## src/rtl/dmem_arbiter.sv

```systemverilog
// Two-requester arbiter for the single-port data memory: pipeline MEM stage vs. loader/debug port.
// Pipeline wins by default; a starvation guard and a lockable loader burst keep access fair.
module dmem_arbiter #(
  parameter int unsigned DW       = 16,
  parameter int unsigned AW       = 8,
  parameter int unsigned MAX_WAIT = 4,
  parameter int unsigned LOCK_MAX = 8
) (
  input  logic          clk,
  input  logic          rst,
  input  logic          p_rd,
  input  logic          p_wr,
  input  logic [AW-1:0] p_addr,
  input  logic [DW-1:0] p_wdata,
  output logic [DW-1:0] p_rdata,
  output logic          p_stall,
  input  logic          l_req,
  input  logic          l_we,
  input  logic          l_lock,
  input  logic [AW-1:0] l_addr,
  input  logic [DW-1:0] l_wdata,
  output logic          l_gnt,
  output logic          l_rvalid,
  output logic [DW-1:0] l_rdata,
  output logic          m_we,
  output logic [AW-1:0] m_addr,
  output logic [DW-1:0] m_wdata,
  input  logic [DW-1:0] m_rdata,
  output logic [15:0]   conflict_cnt
);

  localparam int unsigned WW = $clog2(MAX_WAIT + 1);
  localparam int unsigned LW = $clog2(LOCK_MAX + 1);
  localparam logic [WW-1:0] WAIT_TOP = WW'(MAX_WAIT);
  localparam logic [LW-1:0] LOCK_TOP = LW'(LOCK_MAX);

  typedef enum logic [1:0] {
    ST_IDLE     = 2'd0,
    ST_LOCKED   = 2'd1,
    ST_COOLDOWN = 2'd2
  } state_t;

  state_t        state;
  logic [WW-1:0] wait_cnt;
  logic [LW-1:0] lock_cnt;

  logic p_req;
  logic p_g;
  logic l_g;

  always_comb begin
    p_req = p_rd | p_wr;
    p_g   = 1'b0;
    l_g   = 1'b0;
    if (rst) begin
      unique case (state)
        ST_IDLE: begin
          if (l_req && (wait_cnt == WAIT_TOP)) l_g = 1'b1;
          else if (p_req)                      p_g = 1'b1;
          else if (l_req)                      l_g = 1'b1;
        end
        // A broken burst arbitrates like IDLE for one cycle, minus the forced term.
        ST_LOCKED: begin
          if (l_req && l_lock) l_g = 1'b1;
          else if (p_req)      p_g = 1'b1;
          else if (l_req)      l_g = 1'b1;
        end
        ST_COOLDOWN: p_g = p_req;
        default: begin
          p_g = 1'b0;
          l_g = 1'b0;
        end
      endcase
    end
  end

  always_comb begin
    l_gnt   = l_g;
    p_stall = p_req & ~p_g & rst;
    m_we    = 1'b0;
    m_addr  = '0;
    m_wdata = '0;
    if (p_g) begin
      m_we    = p_wr;
      m_addr  = p_addr;
      m_wdata = p_wdata;
    end else if (l_g) begin
      m_we    = l_we;
      m_addr  = l_addr;
      m_wdata = l_wdata;
    end
    p_rdata = (p_g && !p_wr) ? m_rdata : '0;
  end

  always_ff @(posedge clk or negedge rst) begin
    if (!rst) begin
      state        <= ST_IDLE;
      wait_cnt     <= '0;
      lock_cnt     <= '0;
      l_rvalid     <= 1'b0;
      l_rdata      <= '0;
      conflict_cnt <= '0;
    end else begin
      if (p_req && l_req && (conflict_cnt != 16'hFFFF))
        conflict_cnt <= conflict_cnt + 16'd1;

      if (l_req && !l_g) begin
        if (wait_cnt != WAIT_TOP) wait_cnt <= wait_cnt + WW'(1);
      end else begin
        wait_cnt <= '0;
      end

      l_rvalid <= l_g & ~l_we;
      if (l_g && !l_we) l_rdata <= m_rdata;

      unique case (state)
        ST_IDLE: begin
          if (l_g && l_lock) begin
            state    <= ST_LOCKED;
            lock_cnt <= LW'(1);
          end
        end
        ST_LOCKED: begin
          if (l_req && l_lock) begin
            lock_cnt <= lock_cnt + LW'(1);
            if (lock_cnt == LOCK_TOP - LW'(1)) state <= ST_COOLDOWN;
          end else begin
            state <= ST_COOLDOWN;
          end
        end
        ST_COOLDOWN: begin
          lock_cnt <= '0;
          state    <= ST_IDLE;
        end
        default: state <= ST_IDLE;
      endcase
    end
  end

endmodule

```

## config.mk

```make
export PLATFORM = sky130hd
export DESIGN_NAME = dmem_arbiter
export DESIGN_NICKNAME = d
export VERILOG_FILES = /design/src/rtl/dmem_arbiter.sv
export SDC_FILE = /design/constraint.sdc
export NUM_CORES = 1
export LEC_CHECK = 0
export ABC_AREA = 1
export CAP_MARGIN = 20
export CORE_ASPECT_RATIO = 0.7
export CORE_MARGIN = 5
export CORE_UTILIZATION = 36
export CTS_CLUSTER_DIAMETER = 80
export DETAILED_ROUTE_END_ITERATION = 7
export PLACE_DENSITY = 0.74
export SYNTH_ARGS = -nofsm -noshare
export SYNTH_HDL_FRONTEND = slang
export SYNTH_SLANG_ARGS = --single-unit
```

## constraint.sdc

```tcl
create_clock -name clk -period 1.9 [get_ports clk]
set_input_delay 0.38 -clock clk [delete_from_list [all_inputs] [get_ports clk]]
set_output_delay 0.38 -clock clk [all_outputs]
set_load 0.01 [all_outputs]
```

* Word level (Yosys, flattened, before mapping)
Cells that the tools add are included.
** Operators by class
- Add/subtract/negate cells :: 3
- Equal/unequal tests :: 10
- Muxes and demuxes :: 27
- Bitwise gates (word level) :: 6
- Reduce and logical (&&, ||, !) cells :: 15
** Operators by type and width (number)
- 2-to-1 mux 16 bit :: 3
- adder 16 x 1 -> 16 bit, second input constant :: 1
- 2-to-1 mux 8 bit :: 2
- != test 16 bit, second input constant :: 1
- one-hot mux 4 bit (3 select lines) :: 1
- 2-to-1 mux 1 bit :: 11
- logical AND 1 bit :: 8
- 2-to-1 mux 4 bit :: 2
- 2-to-1 mux 2 bit :: 3
- 2-to-1 mux 3 bit :: 2
- != test 3 bit, second input constant :: 2
- adder 4 x 1 -> 4 bit, second input constant :: 1
- == test 4 x 3 -> 1 bit, second input constant :: 1
- != test 2 bit, second input constant :: 2
- one-hot mux 2 bit (2 select lines) :: 1
- adder 3 x 1 -> 3 bit, second input constant :: 1
- bitwise AND 1 bit :: 3
- == test 3 bit, second input constant :: 1
- logical NOT 1 bit :: 3
- one-hot mux 1 bit (3 select lines) :: 1
- AND reduction 3 bit :: 1
- nonzero test 3 bit :: 1
- == test 2 x 1 -> 1 bit, second input constant :: 1
- == test 2 bit, second input constant :: 1
- 6 further kinds :: 7
** Storage, ports and cells
- Bits in registers :: 42
- Input port bits :: 71
- Output and inout bits :: 76
- Logic and storage cells :: 67

* Logic depth before layout (Yosys ltp)
- Depth in word-level cells :: 8
- Mapped depth :: 12
- Mapped depth without buffers :: 11

* Least setup slack after synthesis
No wires, ideal clock.
- Path type :: reg-to-output
- Start :: reg state[1]
- End :: out m_wdata[11]
- Data arrival time :: 1.658 ns
- Setup slack :: -0.138 ns
- Stages on the path, launching flop included :: 9
- Path through :: dfrtp_1 -> inv_1 -> ha_1 -> buf_2 -> nand3_1 -> a31oi_1 -> nand2_2 -> buf_2 -> o21ai_0
** Between the ends
- Longest elaborated chain between the ends :: 5
** RTL lines
- from (decl) :: RTL line 43 : state_t state;
- from (signal assigned) :: RTL line 97 : state <= ST_IDLE;
- from (signal assigned) :: RTL line 119 : state <= ST_LOCKED;
- from (signal assigned) :: RTL line 126 : if (lock_cnt == LOCK_TOP - LW'(1)) state <= ST_COOLDOWN;
- == test 2 x 1 -> 1 bit / logical NOT 2 bit (equally long branches) :: RTL line 56 : unique case (state)
- one-hot mux 1 bit (2 select lines) :: RTL line 56
- 2-to-1 mux 1 bit :: RTL line 55 : if (rst) begin
- 2-to-1 mux 16 bit :: RTL line 87 : end else if (l_g) begin
- 2-to-1 mux 16 bit (*) :: RTL line 83 : if (p_g) begin
- to (decl) :: RTL line 27 : output logic [DW-1:0] m_wdata,
Every way passes the cells marked *; elsewhere a longest branch is shown, timed or not.

* Worst setup path in the final report
- Start :: reg wait_cnt[0]
- End :: out m_wdata[3]
** Between the ends
- Longest elaborated chain between the ends :: 7
** RTL lines
- from (decl) :: RTL line 44 : logic [WW-1:0] wait_cnt;
- from (signal assigned) :: RTL line 108 : if (wait_cnt != WAIT_TOP) wait_cnt <= wait_cnt + WW'(1);
- == test 3 bit (*) :: RTL line 58 : if (l_req && (wait_cnt == WAIT_TOP)) l_g = 1'b1;
- logical AND 1 bit (*) :: RTL line 58
- 2-to-1 mux 1 bit :: RTL line 58
- one-hot mux 1 bit (2 select lines) :: RTL line 56
- 2-to-1 mux 1 bit :: RTL line 55
- 2-to-1 mux 16 bit :: RTL line 87
- 2-to-1 mux 16 bit (*) :: RTL line 83
Marked as above.

==> flow_summary.ini <==
[logic_synthesis]
synth_edf_count = 0
yosysTopAreaCellShare_pct = 37.58
synth_cells = 392
synthFlopType = dfrtp_1
synthTopCellsByArea = dfrtp_1 (38%), nand2_1 (19%), o21ai_0 (7.2%)
synthArstFlopShare_pct = 100.0
syn_area_mm2 = 0.002796
synth_seq_area_share_pct = 37.58
yosysWarnings = 0
ys_ff_latch = 42
synth_largest_area_cell = dfrtp_1
syn_avg_cell_area_um2 = 7.134
yosys.cell_types.count = 30
synthesis.nets = 471
synth_most_common_cell = nand2_1
synth_common_cells = nand2_1 (138), dfrtp_1 (42), inv_1 (40), o21ai_0 (40), nor2_1 (30)

[layout]
fin_util_pct = 72.44
antenna-diode-count = 0
areaGrowthSynthToFinish_pct = 92.13
layout.nets = 678
drive_above_1_share_pct = 34.33

[setup_path]
r2r_start = wait_cnt[0]
max_stage_delay_ns = 0.40
critPathSlowestCell = dfrtp_1
cp.arrival_ns = 2.08
r2r-end = wait_cnt[1]
crit_family = buffers and inverters
crit_required_ns = 1.52
worstRegToRegCells = 11
crit_fanout = 8
critical_path_class = register to output pin
crit_buf_inv = 5
cp-end-kind = output pin
ff2ff_setup_slack_ns = 0
cp-start-kind = register
crit_chain = inv_2 -> ha_4 -> buf_6 -> nand4_1 -> a31oi_2 -> nand2_2 -> buf_6 -> buf_16 -> o21ai_2 -> buf_2
path_depth = 10
crit_top_cell = buf_6

[detailed_routing]
drc = 0
routed_wl_um = 10430
ant_nets = 0
detailedRoute.firstPassIterationCount = 4
avgRoutedWirePerCell_um = 14.94
viasPerCell = 4.787
vias = 3341
drt_iter0_drc = 167

[global_routing]
gr-usage-all-layers_pct = 20.02
grt_max_degree = 45
grt_overflow = 0
grt_pass1_wl_um = 15590
antenna_found_initial = 0
first_global_vias = 3177

[sta]
setup_viol = 43
max_slew_margin_pct = 63.86
hold_viol_final = 0
fin_skew_ns = 0.006688
rsz0062_at_grt = yes
holdWs_ns = 0.1932
finalWorstPathRequiredPeriod_ns = 2.457
fin_crit_sh_pct = 129.3
finalMaxSlewViolations = 0
setup_slack_ns = -0.5569
tightestPinTransition_ns = 0.5421
clock.fmax_mhz = 407.0

[clocking]
htreeDepth = 2
postCtsHoldBufs = 0
clkTransAtPathRegs_ns = 0.08
cts_tree = done
cts_buffers = 5
clockBufferDepth = 2
cts-root-buf = clkbuf_8
clk_latency_ns = 0.29
cts_sinks = 42

[floorplan]
coreArea_mm2 = 0.007417
initial_core_util_pct = 37.70
die_w_um = 115.3
rows = 26
die_h_um = 83.74
dieArea_mm2 = 0.009659
ios = 147

[run_status]
status = finished, violations left
violations = negative setup slack

[placement]
io_buffers = 146
place_congestion = 0.9663
dp.final_hpwl_um = 7072

[run]
drv_cap = 0

[power_and_ir_drop]
p_per_area_mw_per_mm2 = 1043
vdd_drop_max_mv = 0.5765
p_leak_uw = 0.002613

[min_path]
hp-class = primary input to asynchronous set/reset pin
-- placed cells by master, fill, tap and decap left out, types with 8 or more instances in the layout --
master / count
inv_2: 8
nor2_4: 17
nor2_1: 24
o21ai_1: 18
nand2_1: 118
xor2_1: 10
dfrtp_1: 42
nand2_2: 25
nand3_1: 18
clkdlybuf4s50_1: 100
buf_6: 34
buf_4: 43
inv_1: 35
buf_2: 22
o21ai_2: 20
-- state kept, by name, summed over array words and instances (netlist names) --
name,flops
conflict_cnt,16
l_rdata,16
l_rvalid,1
lock_cnt,4
state,2
wait_cnt,3
-- layout make-up --
| class | instances | area (um2) |
|---|---|---|
| fill | 538 | 2044 |
| inverter | 45 | 181.4 |
| clock inverter | 1 | 30.03 |
| sequential | 42 | 1051 |
| multi-input combinational | 290 | 1742 |
| tap | 98 | 122.6 |
| clock buffer | 7 | 76.32 |
| timing repair buffer | 215 | 2170 |
-- stage by stage --
stage / setup WS, ns / total power [uW] / TNS, ns / instance area (um2) / cells
final: -0.5569 / 5606 / -21.97 / 5373 / 698
after global placement: -0.9293 / 4194 / -39.65 / 4726 / 661
after global routing: -0.6542 / 5968 / -27.66 / 5373 / 698
after CTS: -0.5025 / 5273 / -29.78 / 5045 / 689
after detailed placement: -0.9639 / 4279 / -42.44 / 4726 / 661
after floorplan: -0.05771 / 2770 / -0.7627 / 2918 / 392
-- report_power, final --
group	internal, uW	switching, uW	total [uW]
clock	394	307	701
sequential	1180	250	1430
combinational	1860	1620	3480
total	3430	2170	5610
-- worst max-delay path by stage --
stage,from,to
after global routing,wait_cnt[0],m_wdata[3]
final,wait_cnt[0],m_wdata[3]
after global placement,l_req,m_wdata[2]
after detailed placement,l_req,m_wdata[1]
after CTS,wait_cnt[0],m_wdata[13]
after floorplan,state[1],p_rdata[10]
-- per-layer routing --
layer  wire [um]  global-route usage [%]  up-vias
met3         498                   4.783       24
met1        4375                   24.31     1586
met5           0                       0        -
met2        5342                   35.66       88
met4         211                   4.264        0
li1            -                       -     1643
-- worst reg2reg max path: stages, from the launching register on --
cell     delay (ns)
dfrtp_1        0.40
inv_2          0.09
ha_4           0.14
buf_6          0.08
nand4_1        0.16
a31oi_2        0.24
nand2_2        0.11
buf_6          0.15
buf_16         0.15
buf_4          0.15
nand3_1        0.07
nand2_1        0.05
-- timing repair --
item	4_1_cts	5_1_grt
pin swaps	10	6
gates resized for setup	233	60
endpoints found under the setup margin	43	69
setup buffers	17	9
gates cloned	4	6
-- logic make-up after synthesis --
group	after synthesis	synth area share (%)
muxes	1	0.3580
and+or+nand+nor	218	35.21
DFF	42	37.58
xor gates and xnor gates	13	4.072
AOI/OAI and AO/OA	50	9.172
buffers and inverters	60	10.02
adders and majority gates	8	3.580
No activity file was read; power rests on OpenSTA's default activity.
